<file path="src/rtl/draw_pkg.sv">
// Shared types and defaults for the Bresenham line engine.
package draw_pkg;

    localparam int CORDW_DEF = 16;

    typedef enum logic [1:0] {
        IDLE = 2'd0,
        INIT = 2'd1,
        DRAW = 2'd2
    } state_e;

endpackage

</file>
<file path="src/rtl/draw_line.sv">
// Bresenham line engine: walks from the lower-y endpoint to the other, one pixel per oe cycle.
// Optional clip gating of `drawing` with DRAW_LINE_CLIP_EN.
module draw_line
    import draw_pkg::*;
#(
    parameter int CORDW = CORDW_DEF,
    parameter int CLIPW = 320,
    parameter int CLIPH = 180
) (
    input  logic                    clk,
    input  logic                    rst,
    input  logic                    start,
    input  logic                    oe,
    input  logic signed [CORDW-1:0] x0,
    input  logic signed [CORDW-1:0] y0,
    input  logic signed [CORDW-1:0] x1,
    input  logic signed [CORDW-1:0] y1,
    output logic signed [CORDW-1:0] x,
    output logic signed [CORDW-1:0] y,
    output logic                    drawing,
    output logic                    busy,
    output logic                    done
);

    state_e state_q, state_d;

    logic signed [CORDW-1:0] xa_q, xa_d, ya_q, ya_d;
    logic signed [CORDW-1:0] xb_q, xb_d, yb_q, yb_d;
    logic                    xneg_q, xneg_d;
    logic signed [CORDW:0]   dx_q, dx_d, dy_q, dy_d;
    logic signed [CORDW+1:0] err_q, err_d;
    logic signed [CORDW-1:0] x_q, x_d, y_q, y_d;
    logic                    done_q, done_d;

    // Endpoint ordering so y only ever increments
    logic                    swap;
    logic signed [CORDW-1:0] xa_in, ya_in, xb_in, yb_in;

    assign swap  = (y0 > y1);
    assign xa_in = swap ? x1 : x0;
    assign ya_in = swap ? y1 : y0;
    assign xb_in = swap ? x0 : x1;
    assign yb_in = swap ? y0 : y1;

    logic signed [CORDW:0]   xa_ext, xb_ext, ya_ext, yb_ext;
    logic signed [CORDW:0]   dx_init, dy_init;
    logic signed [CORDW+1:0] err_init;

    assign xa_ext   = {xa_q[CORDW-1], xa_q};
    assign xb_ext   = {xb_q[CORDW-1], xb_q};
    assign ya_ext   = {ya_q[CORDW-1], ya_q};
    assign yb_ext   = {yb_q[CORDW-1], yb_q};
    assign dx_init  = xneg_q ? (xa_ext - xb_ext) : (xb_ext - xa_ext);
    assign dy_init  = ya_ext - yb_ext;
    assign err_init = {dx_init[CORDW], dx_init} + {dy_init[CORDW], dy_init};

    localparam logic signed [CORDW+1:0] ERR_ZERO = '0;

    logic signed [CORDW+2:0] e2, dx_e2, dy_e2;
    logic signed [CORDW+1:0] dx_w, dy_w, err_step;
    logic signed [CORDW-1:0] x_inc;
    logic                    step_x, step_y, at_end;

    assign e2       = {err_q, 1'b0};
    assign dx_e2    = {{2{dx_q[CORDW]}}, dx_q};
    assign dy_e2    = {{2{dy_q[CORDW]}}, dy_q};
    assign dx_w     = {dx_q[CORDW], dx_q};
    assign dy_w     = {dy_q[CORDW], dy_q};
    assign step_x   = (e2 >= dy_e2);
    assign step_y   = (e2 <= dx_e2);
    assign err_step = err_q + (step_x ? dy_w : ERR_ZERO) + (step_y ? dx_w : ERR_ZERO);
    assign x_inc    = xneg_q ? {CORDW{1'b1}} : CORDW'(1);
    assign at_end   = (x_q == xb_q) && (y_q == yb_q);

    always_comb begin
        state_d = state_q;
        xa_d    = xa_q;
        ya_d    = ya_q;
        xb_d    = xb_q;
        yb_d    = yb_q;
        xneg_d  = xneg_q;
        dx_d    = dx_q;
        dy_d    = dy_q;
        err_d   = err_q;
        x_d     = x_q;
        y_d     = y_q;
        done_d  = 1'b0;
        case (state_q)
            IDLE: begin
                if (start) begin
                    xa_d    = xa_in;
                    ya_d    = ya_in;
                    xb_d    = xb_in;
                    yb_d    = yb_in;
                    xneg_d  = (xa_in > xb_in);
                    state_d = INIT;
                end
            end
            INIT: begin
                dx_d    = dx_init;
                dy_d    = dy_init;
                err_d   = err_init;
                x_d     = xa_q;
                y_d     = ya_q;
                state_d = DRAW;
            end
            DRAW: begin
                if (oe) begin
                    if (at_end) begin
                        state_d = IDLE;
                        done_d  = 1'b1;
                    end else begin
                        err_d = err_step;
                        if (step_x) x_d = x_q + x_inc;
                        if (step_y) y_d = y_q + CORDW'(1);
                    end
                end
            end
            default: state_d = IDLE;
        endcase
    end

    always_ff @(posedge clk or posedge rst) begin
        if (rst) begin
            state_q <= IDLE;
            xa_q    <= '0;
            ya_q    <= '0;
            xb_q    <= '0;
            yb_q    <= '0;
            xneg_q  <= 1'b0;
            dx_q    <= '0;
            dy_q    <= '0;
            err_q   <= '0;
            x_q     <= '0;
            y_q     <= '0;
            done_q  <= 1'b0;
        end else begin
            state_q <= state_d;
            xa_q    <= xa_d;
            ya_q    <= ya_d;
            xb_q    <= xb_d;
            yb_q    <= yb_d;
            xneg_q  <= xneg_d;
            dx_q    <= dx_d;
            dy_q    <= dy_d;
            err_q   <= err_d;
            x_q     <= x_d;
            y_q     <= y_d;
            done_q  <= done_d;
        end
    end

    logic in_clip;

`ifdef DRAW_LINE_CLIP_EN
    localparam logic [CORDW:0] CLIPW_C = (CORDW+1)'(CLIPW);
    localparam logic [CORDW:0] CLIPH_C = (CORDW+1)'(CLIPH);

    // Clipped pixels still consume their oe cycle; only the strobe is masked
    assign in_clip = !x_q[CORDW-1] && !y_q[CORDW-1] &&
                     ({1'b0, x_q} < CLIPW_C) && ({1'b0, y_q} < CLIPH_C);
`else
    logic unused_clip;
    assign unused_clip = ^{CLIPW, CLIPH};
    assign in_clip     = 1'b1;
`endif

    assign drawing = (state_q == DRAW) && oe && in_clip;
    assign busy    = (state_q != IDLE);
    assign done    = done_q;
    assign x       = x_q;
    assign y       = y_q;

endmodule
</file>
<file path="config.mk">
export PLATFORM = sky130hd
export DESIGN_NAME = draw_line
export DESIGN_NICKNAME = d
export VERILOG_FILES = /design/src/rtl/draw_pkg.sv /design/src/rtl/draw_line.sv
export SDC_FILE = /design/constraint.sdc
export NUM_CORES = 1
export LEC_CHECK = 0
export CORE_ASPECT_RATIO = 2
export CORE_UTILIZATION = 61
export DETAILED_ROUTE_END_ITERATION = 8
export PLACE_DENSITY = 0.8
export SLEW_MARGIN = 20
export SYNTH_ARGS = -nofsm -noshare
export SYNTH_HDL_FRONTEND = slang
export SYNTH_SLANG_ARGS = --single-unit
</file>
<file path="constraint.sdc">
create_clock -name clk -period 6.45 [get_ports clk]
set_input_delay 1.29 -clock clk [delete_from_list [all_inputs] [get_ports clk]]
set_output_delay 1.29 -clock clk [all_outputs]
set_load 0.005 [all_outputs]
</file>
==> results.toml <==
[status]
status = "complete, no violations"

[clock_tree]
cts_tree = "yes"
cts_setup_buffers = 0
cts_root_buf = "clkbuf_16"
numCtsBuffers = 17
htree_levels = 4
hold_buffers = 0
clkTransAtPathRegs_ns = 0.07
clock_path_buffers = 2
cts_sinks = 152
post_cts_resized = 0
clk_latency_ns = 0.45

[routing]
via_per_inst = 6.14
route.detailed.drc = 0
wl_um = 40000
antenna_left = 0
drt-pass1-iter-count = 5
num_vias = 12500
drt_iter0_markers = 653
wl_per_cell_um = 19.6

[sta]
slew_headroom_pct = 31.8
fin_skew_ns = 0.00960
finalHoldViolations = 0
tightest_slew_ns = 1.02
period_share_pct = 84.9
rsz0062_at_grt = "false"
max_freq_mhz = 183
finalSetupTns_ns = 0
drv_slew = 0
period_needed_ns = 5.48
setup_viol = 0

[setup_path]
cp_data_required_time_ns = 6.82
crit_path_max_fanout = 16
startpoint_type = "flip-flop"
end_kind = "flip-flop"
worstPathArrival_ns = 5.85
timing_worst_setup_path_type = "reg2reg"

[synth]
synth_cell_types = 71
seq_area_frac_synth_pct = 27.9
synth.net_count = 1906
yosys_warnings = 0
avgSynthCellArea_sq_um = 8.19
ys_seq_elements = 152
ys.flop_type = "dfrtp_1"
synth-edff-count = 0
synth_area_sq_um = 13700
synthCells = 1667
synthArstFlopShare_pct = 100

[die]
die_h_um = 214
io_pins = 103
initial_utilization_pct = 61.9
rows = 77
die_x_um = 108
core_sq_um = 22100
dieArea_sq_um = 23000

[layout]
areaGrowthSynthToFinish_pct = 14.2
drive_above_1_share_pct = 5.60
layout_common_cells = "a21oi_1, nor2_1, inv_1"
final_common_cell = "a21oi_1"
layout.nets = 1993
num_antenna_cells = 0

[global_route]
grt_pass1_wl_um = 63000
grt_max_degree = 75
grt_pass1_vias = 12500
antenna_found_initial = 0
overflow = 0
grt_util_all_layers_pct = 36.5

[placed_design]
numPortBuffers = 102
place.gp.congestion = 1.05
hpwlAfterDp_um = 31300

[worst_hold_path]
worstHoldPathType = "reg2reg"

[job]
cap_violations = 0
-- sequential cells by signal, summed over array words and instances, names as in the netlist --
signal and cells:
y 16, x 16, ya_q 16, dx_q 17, done 1, xb_q 16, xneg_q 1, dy_q 17
xa_q 16, yb_q 16, state_q 2, err_q 18
-- layout make-up --
cell class                 count  area [sq um]
inverter                     160           606
clock inverter                11           114
timing repair buffer         127          1210
tap                          276           345
multi-input combinational   1296          9050
fill                        1793          6470
sequential                   152          3800
clock buffer                  21           470
-- stage by stage --
step	worst slack [ns]	util, %	cells	area (sq um)	hold WS, ns
after CTS	1.00	70.7	2043	15600	0.518
after floorplan	1.07	-	1667	13700	0.449
final	0.973	70.7	2043	15600	0.520
after detailed placement	1.01	68.0	2011	15000	0.503
after global routing	0.781	70.7	2043	15600	0.535
after global placement	1.10	68.0	2011	15000	0.472
-- synth_stat cells (all sizes together) (28+ instances only) --
master  count  area share, %
a21oi     216            7.9
clkbuf     42            1.2
dfrtp     152             28
ha        148             14
inv       159            4.4
mux2i      52            3.8
nand2      98            2.7
nand3      28            1.0
nor2      194            5.3
o21ai     100            3.7
xnor2      73            4.7
-- layer usage --
layer	routed length, um	up-vias	part of all wire, %	track usage, %
met1	14500	6007	36	37.8
met3	1640	158	4.1	6.38
met4	3520	0	8.8	30.2
met2	20400	372	51	63.6
met5	0	-	0	0
li1	-	5999	-	-
-- worst paths after layout --
check | startpoint | end | slack (ns) | depth (start not counted)
setup / recovery | dx_q[14] | err_q[17] | 0.97 | 24
hold / removal | dx_q[12] | dx_q[12] | 0.52 | 2
setup reg to reg | dx_q[14] | err_q[17] | 0.97 | 24
hold reg to reg | dx_q[12] | dx_q[12] | 0.52 | 2
max in group asynchronous | rst | dx_q[1] | 3.90 | 3
min in group asynchronous | rst | dx_q[14] | 1.23 | 2
-- cell families after synthesis --
| logic type | count (synthesis) | share of synthesized area (%) |
|---|---|---|
| AOI/OAI and AO/OA | 468 | 20.3 |
| xor gates and xnor gates | 101 | 6.58 |
| adders and majority gates | 181 | 17.7 |
| buffers and inverters | 219 | 6.21 |
| DFF | 152 | 27.9 |
| muxes | 67 | 5.05 |
| and+or+nand+nor | 479 | 16.3 |
-- critical path: stages (launching register included) --
cell       delay (ns)
dfrtp_1          0.38
inv_1            0.08
ha_1             0.32
nand4_1          0.14
nor2_1           0.32
o2111ai_1        0.29
o211ai_1         0.26
a21oi_1          0.18
nor2_1           0.12
buf_4            0.25
nor2_1           0.09
fa_1             0.49
ha_1             0.17
inv_1            0.06
fa_1             0.37
nor2b_1          0.24
o21bai_1         0.14
a21boi_0         0.37
o41ai_1          0.12
buf_4            0.16
o2111ai_1        0.29
a21o_1           0.17
a21oi_1          0.07
xor2_1           0.16
o21ai_1          0.12
Power is left out: the tool's default activity adds up to more than one toggle a clock period on the data nets, which glitch-free logic cannot reach.
